<file path="src/rtl/iiitb_vend_pkg.sv">
// Shared definitions for the vending FSM and the coin scheduler:
// coin codes, vending FSM state codes, scheduler states and coin validity.
package iiitb_vend_pkg;

    // Coin codes as seen on the vending FSM coin input
    localparam logic [2:0] NICKEL      = 3'b001;
    localparam logic [2:0] DIME        = 3'b010;
    localparam logic [2:0] NICKEL_DIME = 3'b011;
    localparam logic [2:0] DIME_DIME   = 3'b100;
    localparam logic [2:0] QUARTER     = 3'b101;

    // Vending FSM state codes
    localparam logic [2:0] IDLE       = 3'b000;
    localparam logic [2:0] FIVE       = 3'b001;
    localparam logic [2:0] TEN        = 3'b010;
    localparam logic [2:0] FIFTEEN    = 3'b011;
    localparam logic [2:0] TWENTY     = 3'b100;
    localparam logic [2:0] TWENTYFIVE = 3'b101;

    typedef enum logic [1:0] {
        S_IDLE,
        S_ISSUE,
        S_SETTLE,
        S_VEND_WAIT
    } sched_state_e;

    // Only single physical coins may be offered by an acceptor
    function automatic logic coin_valid(input logic [2:0] coin);
        return (coin == NICKEL) || (coin == DIME) || (coin == QUARTER);
    endfunction

endpackage

</file>
<file path="src/rtl/iiitb_coin_sched_if.sv">
// Bundle between coin acceptors / vending FSM (master side) and the scheduler (slave side).
interface iiitb_coin_sched_if #(
    parameter int unsigned NUM_SLOTS = 4
) ();
    localparam int unsigned IDX_W = $clog2(NUM_SLOTS);

    logic [NUM_SLOTS-1:0]   slot_valid;
    logic [3*NUM_SLOTS-1:0] slot_coin;
    logic [NUM_SLOTS-1:0]   slot_ready;
    logic [NUM_SLOTS-1:0]   slot_reject;
    logic [2:0]             fsm_coin;
    logic [2:0]             fsm_state;
    logic                   fsm_vend;
    logic [IDX_W-1:0]       grant_id;
    logic                   busy;
    logic                   fault;

    modport master (
        output slot_valid, slot_coin, fsm_state, fsm_vend,
        input  slot_ready, slot_reject, fsm_coin, grant_id, busy, fault
    );

    modport slave (
        input  slot_valid, slot_coin, fsm_state, fsm_vend,
        output slot_ready, slot_reject, fsm_coin, grant_id, busy, fault
    );
endinterface

</file>
<file path="src/rtl/iiitb_rr_arbiter.sv">
// Round-robin arbiter: searches from the slot after the last grant; the
// pointer only moves when the caller strobes advance.
module iiitb_rr_arbiter #(
    parameter int unsigned NUM_REQ = 4,
    parameter int unsigned IDX_W   = $clog2(NUM_REQ)
) (
    input  logic               clock,
    input  logic               reset_n,
    input  logic [NUM_REQ-1:0] req,
    input  logic               advance,
    output logic [NUM_REQ-1:0] grant,
    output logic [IDX_W-1:0]   index
);
    logic [IDX_W-1:0] ptr_q, ptr_d;
    logic             found;
    int unsigned      cand;

    // Pick the first requester at or after the pointer, wrapping around
    always_comb begin
        grant = '0;
        index = '0;
        found = 1'b0;
        cand  = 0;
        for (int unsigned i = 0; i < NUM_REQ; i++) begin
            cand = 32'(ptr_q) + i;
            if (cand >= NUM_REQ) begin
                cand = cand - NUM_REQ;
            end
            if (!found && req[cand]) begin
                found       = 1'b1;
                grant[cand] = 1'b1;
                index       = IDX_W'(cand);
            end
        end
    end

    // Next pointer is the slot after the one just granted
    always_comb begin
        ptr_d = ptr_q;
        if (advance) begin
            ptr_d = (32'(index) == NUM_REQ - 1) ? '0 : index + 1'b1;
        end
    end

    // Pointer register
    always_ff @(posedge clock or negedge reset_n) begin
        if (!reset_n) begin
            ptr_q <= '0;
        end else begin
            ptr_q <= ptr_d;
        end
    end
endmodule

</file>
<file path="src/rtl/iiitb_coin_sched.sv">
// Coin scheduler: shares the vending FSM coin input among NUM_SLOTS acceptors.
// Optional: define IIITB_COIN_SCHED_LOCK_EN so that the first slot granted
// while the FSM is idle owns the purchase until the vend completes or times out.
module iiitb_coin_sched
    import iiitb_vend_pkg::*;
#(
    parameter int unsigned NUM_SLOTS    = 4,
    parameter int unsigned VEND_TIMEOUT = 15
) (
    input  logic              clock,
    input  logic              reset_n,
    iiitb_coin_sched_if.slave bus
);
    localparam int unsigned IDX_W = $clog2(NUM_SLOTS);

    sched_state_e         state_q, state_d;
    logic [2:0]           code_q, code_d;
    logic [7:0]           cnt_q, cnt_d;
    logic                 fault_q, fault_d;
    logic [IDX_W-1:0]     gid_q, gid_d;
    logic [NUM_SLOTS-1:0] mask, req, gnt;
    logic [IDX_W-1:0]     gnt_idx;
    logic                 gnt_any, gnt_ok;
    logic [2:0]           gnt_coin;

`ifdef IIITB_COIN_SCHED_LOCK_EN
    logic             lock_q, lock_d;
    logic [IDX_W-1:0] owner_q, owner_d;

    // While locked only the owning slot may be granted
    always_comb begin
        mask = '1;
        if (lock_q) begin
            mask          = '0;
            mask[owner_q] = 1'b1;
        end
    end

    // Take ownership on an accepted coin at FSM idle; release when the vend wait ends.
    // A rejected coin never takes ownership, otherwise it could lock out everyone.
    always_comb begin
        lock_d  = lock_q;
        owner_d = owner_q;
        if (state_q == S_IDLE && gnt_any && gnt_ok && !lock_q && bus.fsm_state == IDLE) begin
            lock_d  = 1'b1;
            owner_d = gnt_idx;
        end
        if (state_q == S_VEND_WAIT && state_d == S_IDLE) begin
            lock_d = 1'b0;
        end
    end

    // Ownership registers
    always_ff @(posedge clock or negedge reset_n) begin
        if (!reset_n) begin
            lock_q  <= 1'b0;
            owner_q <= '0;
        end else begin
            lock_q  <= lock_d;
            owner_q <= owner_d;
        end
    end
`else
    assign mask = '1;
`endif

    // Grants only in S_IDLE; reset_n gating keeps slot_ready low while reset is held
    assign req      = (state_q == S_IDLE && reset_n) ? (bus.slot_valid & mask) : '0;
    assign gnt_any  = |gnt;
    assign gnt_coin = bus.slot_coin[3*gnt_idx +: 3];
    assign gnt_ok   = coin_valid(gnt_coin);

    iiitb_rr_arbiter #(
        .NUM_REQ (NUM_SLOTS),
        .IDX_W   (IDX_W)
    ) u_arb (
        .clock   (clock),
        .reset_n (reset_n),
        .req     (req),
        .advance (gnt_any),
        .grant   (gnt),
        .index   (gnt_idx)
    );

    // Scheduler next state, coin latch, vend timeout and fault
    always_comb begin
        state_d = state_q;
        code_d  = code_q;
        cnt_d   = cnt_q;
        fault_d = fault_q;
        gid_d   = gid_q;
        case (state_q)
            S_IDLE: begin
                if (gnt_any) begin
                    gid_d = gnt_idx;
                    if (gnt_ok) begin
                        code_d  = gnt_coin;
                        state_d = S_ISSUE;
                    end
                end
            end
            S_ISSUE: begin
                state_d = S_SETTLE;
            end
            S_SETTLE: begin
                // FSM has had one edge to react to the coin
                if (bus.fsm_state == TWENTYFIVE || bus.fsm_vend) begin
                    state_d = S_VEND_WAIT;
                    cnt_d   = 8'(VEND_TIMEOUT);
                end else begin
                    state_d = S_IDLE;
                end
            end
            S_VEND_WAIT: begin
                if (bus.fsm_state == IDLE) begin
                    state_d = S_IDLE;
                end else begin
                    cnt_d = cnt_q - 8'd1;
                    if (cnt_q <= 8'd1) begin
                        fault_d = 1'b1;
                        state_d = S_IDLE;
                    end
                end
            end
            default: state_d = S_IDLE;
        endcase
    end

    // State registers
    always_ff @(posedge clock or negedge reset_n) begin
        if (!reset_n) begin
            state_q <= S_IDLE;
            code_q  <= '0;
            cnt_q   <= '0;
            fault_q <= 1'b0;
            gid_q   <= '0;
        end else begin
            state_q <= state_d;
            code_q  <= code_d;
            cnt_q   <= cnt_d;
            fault_q <= fault_d;
            gid_q   <= gid_d;
        end
    end

    // Outputs; busy also covers the cycle a valid coin is being accepted
    always_comb begin
        bus.slot_ready  = gnt;
        bus.slot_reject = (gnt_any && !gnt_ok) ? gnt : '0;
        bus.fsm_coin    = (state_q == S_ISSUE) ? code_q : 3'b000;
        bus.grant_id    = gid_q;
        bus.busy        = (state_q != S_IDLE) || (gnt_any && gnt_ok);
        bus.fault       = fault_q;
    end
endmodule
</file>
<file path="src/flat_wrapper.sv">
// flat-port wrapper written by rule: the top's interface ports become plain ports
module iiitb_coin_sched_flat import iiitb_vend_pkg::*;
#(
    parameter int unsigned NUM_SLOTS    = 4,
    parameter int unsigned VEND_TIMEOUT = 15
)
  (clock, reset_n, bus_slot_valid, bus_slot_coin, bus_fsm_state, bus_fsm_vend, bus_slot_ready, bus_slot_reject, bus_fsm_coin, bus_grant_id, bus_busy, bus_fault);
  iiitb_coin_sched_if #(.NUM_SLOTS(NUM_SLOTS)) bus_i ();
  input  logic clock;
  input  logic reset_n;
  input wire logic [$bits(bus_i.slot_valid)-1:0] bus_slot_valid;
  input wire logic [$bits(bus_i.slot_coin)-1:0] bus_slot_coin;
  input wire logic [$bits(bus_i.fsm_state)-1:0] bus_fsm_state;
  input wire logic [$bits(bus_i.fsm_vend)-1:0] bus_fsm_vend;
  output wire logic [$bits(bus_i.slot_ready)-1:0] bus_slot_ready;
  output wire logic [$bits(bus_i.slot_reject)-1:0] bus_slot_reject;
  output wire logic [$bits(bus_i.fsm_coin)-1:0] bus_fsm_coin;
  output wire logic [$bits(bus_i.grant_id)-1:0] bus_grant_id;
  output wire logic [$bits(bus_i.busy)-1:0] bus_busy;
  output wire logic [$bits(bus_i.fault)-1:0] bus_fault;
  assign bus_i.slot_valid = bus_slot_valid;
  assign bus_i.slot_coin = bus_slot_coin;
  assign bus_i.fsm_state = bus_fsm_state;
  assign bus_i.fsm_vend = bus_fsm_vend;
  assign bus_slot_ready = bus_i.slot_ready;
  assign bus_slot_reject = bus_i.slot_reject;
  assign bus_fsm_coin = bus_i.fsm_coin;
  assign bus_grant_id = bus_i.grant_id;
  assign bus_busy = bus_i.busy;
  assign bus_fault = bus_i.fault;
  iiitb_coin_sched #(.NUM_SLOTS(NUM_SLOTS), .VEND_TIMEOUT(VEND_TIMEOUT)) u_core (.clock(clock), .reset_n(reset_n), .bus(bus_i));
endmodule
</file>
<file path="config.mk">
export PLATFORM = sky130hd
export DESIGN_NAME = iiitb_coin_sched_flat
export DESIGN_NICKNAME = d
export VERILOG_FILES = /design/src/rtl/iiitb_vend_pkg.sv /design/src/rtl/iiitb_coin_sched_if.sv /design/src/rtl/iiitb_rr_arbiter.sv /design/src/rtl/iiitb_coin_sched.sv /design/src/flat_wrapper.sv
export SDC_FILE = /design/constraint.sdc
export NUM_CORES = 1
export LEC_CHECK = 0
export BUFFER_PORTS_ARGS = -buffer_cell sky130_fd_sc_hd__buf_4
export CAP_MARGIN = 10
export CORE_ASPECT_RATIO = 1.25
export CORE_UTILIZATION = 35
export CTS_CLUSTER_DIAMETER = 50
export DETAILED_ROUTE_END_ITERATION = 10
export PLACE_DENSITY = 0.58
export SLEW_MARGIN = 30
export SYNTH_ARGS = -nofsm -noshare
export SYNTH_HDL_FRONTEND = slang
export SYNTH_SLANG_ARGS = --single-unit
</file>
<file path="constraint.sdc">
create_clock -name clock -period 5.4 [get_ports clock]
set_input_delay 0.54 -clock clock [delete_from_list [all_inputs] [get_ports clock]]
set_output_delay 0.54 -clock clock [all_outputs]
set_load 0.005 [all_outputs]
</file>
## After elaboration in Yosys (flattened, before gate mapping)

Index checks and enable logic that the tools add are counted.

- Register bits: 18
- Input bits: 22
- Output and inout bits: 15
- Word-level logic and storage cells: 119

- Add/sub/neg operators: 9
- Multipliers: 1
- Order comparisons: 13
- Equality and inequality tests: 13
- Shift operators: 1
- Multiplexer cells: 44
- Bitwise gates (word level): 4
- Reductions and logical operators: 28

Operators with widths:

| cell | number |
|---|---|
| 32-bit by 1-bit >= comparator with 1-bit output, second input constant | 4 |
| 32-bit by 3-bit < comparator with 1-bit output, second input constant | 4 |
| 32-bit two-way mux | 4 |
| 4-bit two-way mux | 6 |
| 2-bit two-way mux | 10 |
| 8-bit two-way mux | 2 |
| 8-bit one-hot mux with 2 select lines | 1 |
| 4-bit bitwise OR | 3 |
| 3-bit AND reduction | 4 |
| 12-bit by 5-bit indexed part select with 3-bit output | 1 |
| 3-bit by 3-bit subtractor with 4-bit output, second input constant | 3 |
| 1-bit two-way mux | 11 |
| 1-bit logical AND | 10 |
| 3-bit >= comparator, second input constant | 3 |
| 1-bit binary-select mux with 2-bit select | 4 |
| 1-bit demux with 2-bit select | 4 |
| 8-bit by 1-bit less-or-equal comparator with 1-bit output, second input constant | 1 |
| 2-bit one-hot mux with 4 select lines | 1 |
| 8-bit by 1-bit subtractor with 8-bit output, second input constant | 1 |
| 2-bit by 2-bit adder with 3-bit output, second input constant | 2 |
| 2-bit equality test, second input constant | 3 |
| 3-bit equality test, second input constant | 2 |
| 2-bit by 1-bit != test with 1-bit output, second input constant | 3 |
| 1-bit logical NOT | 4 |
| 18 further kinds | 22 |

## Longest topological paths before layout

- Word-level depth: 23
- Mapped depth: 13
- Gate-level depth less buffers: 9

## By module

Synthesis repeated with hierarchy kept, for this count alone.

- Cells, all modules: 181
- Area total of the unflattened synthesis: 1745.4 µm²

Modules (own cells, without submodules):

| module | instances | cells each | area each (µm²) | seq. area each (µm²) |
|---|---|---|---|---|
| iiitb_coin_sched | 1 | 103 | 1033.5 | 400.4 |
| iiitb_rr_arbiter | 1 | 78 | 711.9 | 50.0 |

## Worst setup path after synthesis

OpenSTA, ideal clock, no wires.

- Kind: register to output
- From: register u_core.u_arb.ptr_q[0]
- To: output port bus_busy
- Arrival: 3.041 ns
- Required time: 4.860 ns
- Slack: 1.819 ns
- Cell stages (with the launch flop): 13
- Path buffers: 3
- Cells stage by stage: dfrtp_1 buf_4 buf_2 inv_1 ha_1 clkbuf_1 nand3b_1 a21oi_1 or4_4 a21o_2 a32oi_4 nor3b_2 a221o_1

- Word-level cells in the longest chain between the ends: 21
- Elaborated cells on any way between the ends: 73
- Classes of those cells: 7 x add/sub; 1 x mul; 12 x order compare; 3 x eq/ne; 1 x shift; 31 x mux; 3 x bitwise; 15 x reduce/logical

RTL lines:

| element | RTL line | RTL |
|---|---|---|
| start: declaration | iiitb_rr_arbiter.sv:14 | `logic [IDX_W-1:0] ptr_q, ptr_d;` |
| start signal: assignment | iiitb_rr_arbiter.sv:50 | `ptr_q <= ptr_d;` |
| branches (longest 19 deep; another with 3-bit by 3-bit subtractor with 4-bit output) | -- |  |
| 1-bit logical AND (*) | iiitb_coin_sched.sv:152 | `bus.busy = (state_q != S_IDLE) \|\| (gnt_any && gnt_ok);` |
| 1-bit logical OR (*) | iiitb_coin_sched.sv:152 |  |
| end: declaration | flat_wrapper.sv:19 | `output wire logic [$bits(bus_i.busy)-1:0] bus_busy;` |

Mark *: on every way between the ends. The select of a mux whose other input is x is not followed.

## Worst setup path after layout

- From: register u_core.u_arb.ptr_q[1]
- To: output port bus_busy

Same word-level chain as after synthesis.

==> qor.yml <==
grt_pass1_vias: 1442
port_buffers: 36
drt-vias-per-instance: 5.30
rrSetupSlack_ns: 1.83
reg2reg_depth: 10
p_leak_nw: 0.988
coreArea_um2: 4730
seq_area_frac_synth_pct: 26.2
synthCells: 193
clkSinkCount: 18
num_vias: 1506
finalWorstSetupSlack_ns: 0.984
antenna_left: 0
routedWlPerCell_um: 13.4
synth_warnings: 0
drc: 0
place_ws_ns: 1.30
track_usage_pct: 15.6
htreeDepth: 1
io_pins: 37
drt-pass1-iter-count: 4
num_antenna_cells: 0
synth_edf_count: 0
die_w_um: 64.7
timing.fmax_mhz: 226
start_util_pct: 36.3
worstReg2RegStart: "u_core.u_arb.ptr_q[1]$_DFFE_PN0P_"
clk_latency_ns: 0.25
crit_fanout: 14
cp_num_buf_inv: 3
worst_path_most_repeated_cell: "buf_4"
status: "finished clean"
grt_pass1_wl_mm: 6.56
antenna_found_initial: 0
hp-class: "input pin to async pin"
drive_gt1_share_pct: 25.9
tns_ns: 0
design_area_um2: 2070
wirelength_mm: 3.81
cts_buffers: 3
fin_skew_ns: 0.00402
routabilityCongestion: 0.790
clk_pin_slew_ns: 0.07
syn_nets: 224
clock_path_buffers: 2
path_class: "flop to primary output"
worst_r2r_endpoint: "u_core.code_q[1]$_DFFE_PN0P_"
dp_cells: 281
min_period_ns: 4.42
num_rows: 28
cts_tree: "built"
dpl.hpwl_mm: 2.82
stdcell_count: 284
cp.arrival_ns: 3.88
synth_cell_types: 54
cap_violations: 0
cp-startpoint: "u_core.u_arb.ptr_q[1]$_DFFE_PN0P_"
ys_ff_latch: 18
syn-mean-instance-area_um2: 8.91
overflow: 0
final-setup-viol-count: 0
grt_max_degree: 21
final_util_pct: 43.8
layout_commonest_cell: "buf_4"
hold_buffers: 0
synth_async_sr_flop_share_pct: 100
worst_slew_pin_slew_ns: 0.578
final_cell_mix: "buf_4 (38), inv_1 (18), dfrtp_1 (18)"
area_delta_synth_final_pct: 20.6
post_cts_buffers: 0
crit_path_end_kind: "primary output"
placed_area_um2: 2030
start_kind: "flop"
rsz0062_at_grt: "false"
final_net_count: 257
slew_headroom_pct: 61.1
power_uw: 752
maxSlewViolCount: 0
drt_iter0_drc: 133
holdWs_ns: 0.149
cp_slowest_stage_delay_ns: 0.62
postCtsResizedCells: 0
hold_violations: 0
cp_top_family: "compound AO/OA/AOI/OAI gates"
synth_area_um2: 1720
synth_ff_type: "dfrtp_1"
die_area_um2: 5200
die-height_um: 80.4
root_buffer: "clkbuf_8"
cp_cell_sequence: "inv_1 > ha_1 > mux4_2 > a2111oi_2 > a222oi_1 > nand4_1 > buf_4 > nor3b_2 > a221o_1 > buf_4"
finalCritPeriodShare_pct: 81.8
vdd_ir_drop_max_v: 0.000229
crit_required_ns: 4.86
crit_path_top_delay_cell: "mux4_2"
power_density_nw_per_um2: 363
## cells in the mapped netlist, types with 3 or more instances
library cell | count | area, µm²
a21oi_1 | 5 | 25.0
dfrtp_1 | 18 | 450
inv_1 | 18 | 67.6
nand2b_1 | 6 | 37.5
nor3b_2 | 3 | 37.5
xnor2_1 | 3 | 26.3
a32oi_1 | 3 | 26.3
and2_1 | 5 | 31.3
nand2_1 | 17 | 63.8
clkbuf_1 | 4 | 15.0
mux2_1 | 3 | 33.8
nor3_1 | 8 | 40.0
o311a_1 | 3 | 30.0
o21ai_0 | 7 | 35.0
buf_2 | 5 | 25.0
a21o_1 | 3 | 22.5
mux2i_1 | 5 | 50.1
o211ai_1 | 3 | 22.5
nor3b_1 | 3 | 22.5
ha_1 | 9 | 113
a222oi_1 | 4 | 40.0
nor2_1 | 10 | 37.5
nand3b_1 | 3 | 22.5
xor2_1 | 5 | 43.8
## where the power goes
part	switching [mW]	internal, mW
Clock	0.0428	0.0495
Sequential	0.0358	0.168
Combinational	0.241	0.215
## state kept, by name, indices dropped and copies added (netlist names)
name and flops:
u_core.code_q 3, u_core.bus.fault 1, u_core.bus.grant_id 2, u_core.cnt_q 8, u_core.state_q 2, u_core.u_arb.ptr_q 2
## area by class of cell
cell class | count | area, µm²
clock buffers | 3 | 41.3
fillers | 498 | 2660
inverters | 18 | 67.6
multi-input cells | 147 | 1150
flip-flops and latches | 18 | 450
well taps | 60 | 75.1
repair buffers | 38 | 285
## worst max path at each step
| stage | to | slack (ns) | cells after the start |
|---|---|---|---|
| 2_1_floorplan | bus_busy | 1.82 | 12 |
| 3_3_place_gp | bus_busy | 1.33 | 10 |
| 3_5_place_dp | bus_busy | 1.30 | 10 |
| 4_1_cts | bus_busy | 1.0 | 10 |
| 5_1_grt | bus_busy | 0.69 | 10 |
| 6_report | bus_busy | 0.98 | 10 |
## cell families after synthesis
logic type	after synthesis	synth area share (%)
adder cells (fa/ha/maj)	9	6.55
AND/OR/NAND/NOR	73	25.5
flip-flops	18	26.2
XOR/XNOR	8	4.08
buffers and inverters	28	6.70
AO/OA/AOI/OAI	45	22.1
multiplexers	12	8.81
## metal layers
metal	global-route usage, %	wire (µm)
met3	1.42	130
met4	2.67	19
met2	27.2	1780
met1	20.9	1880
met5	0	0
Power figures use the tool's default switching activity.
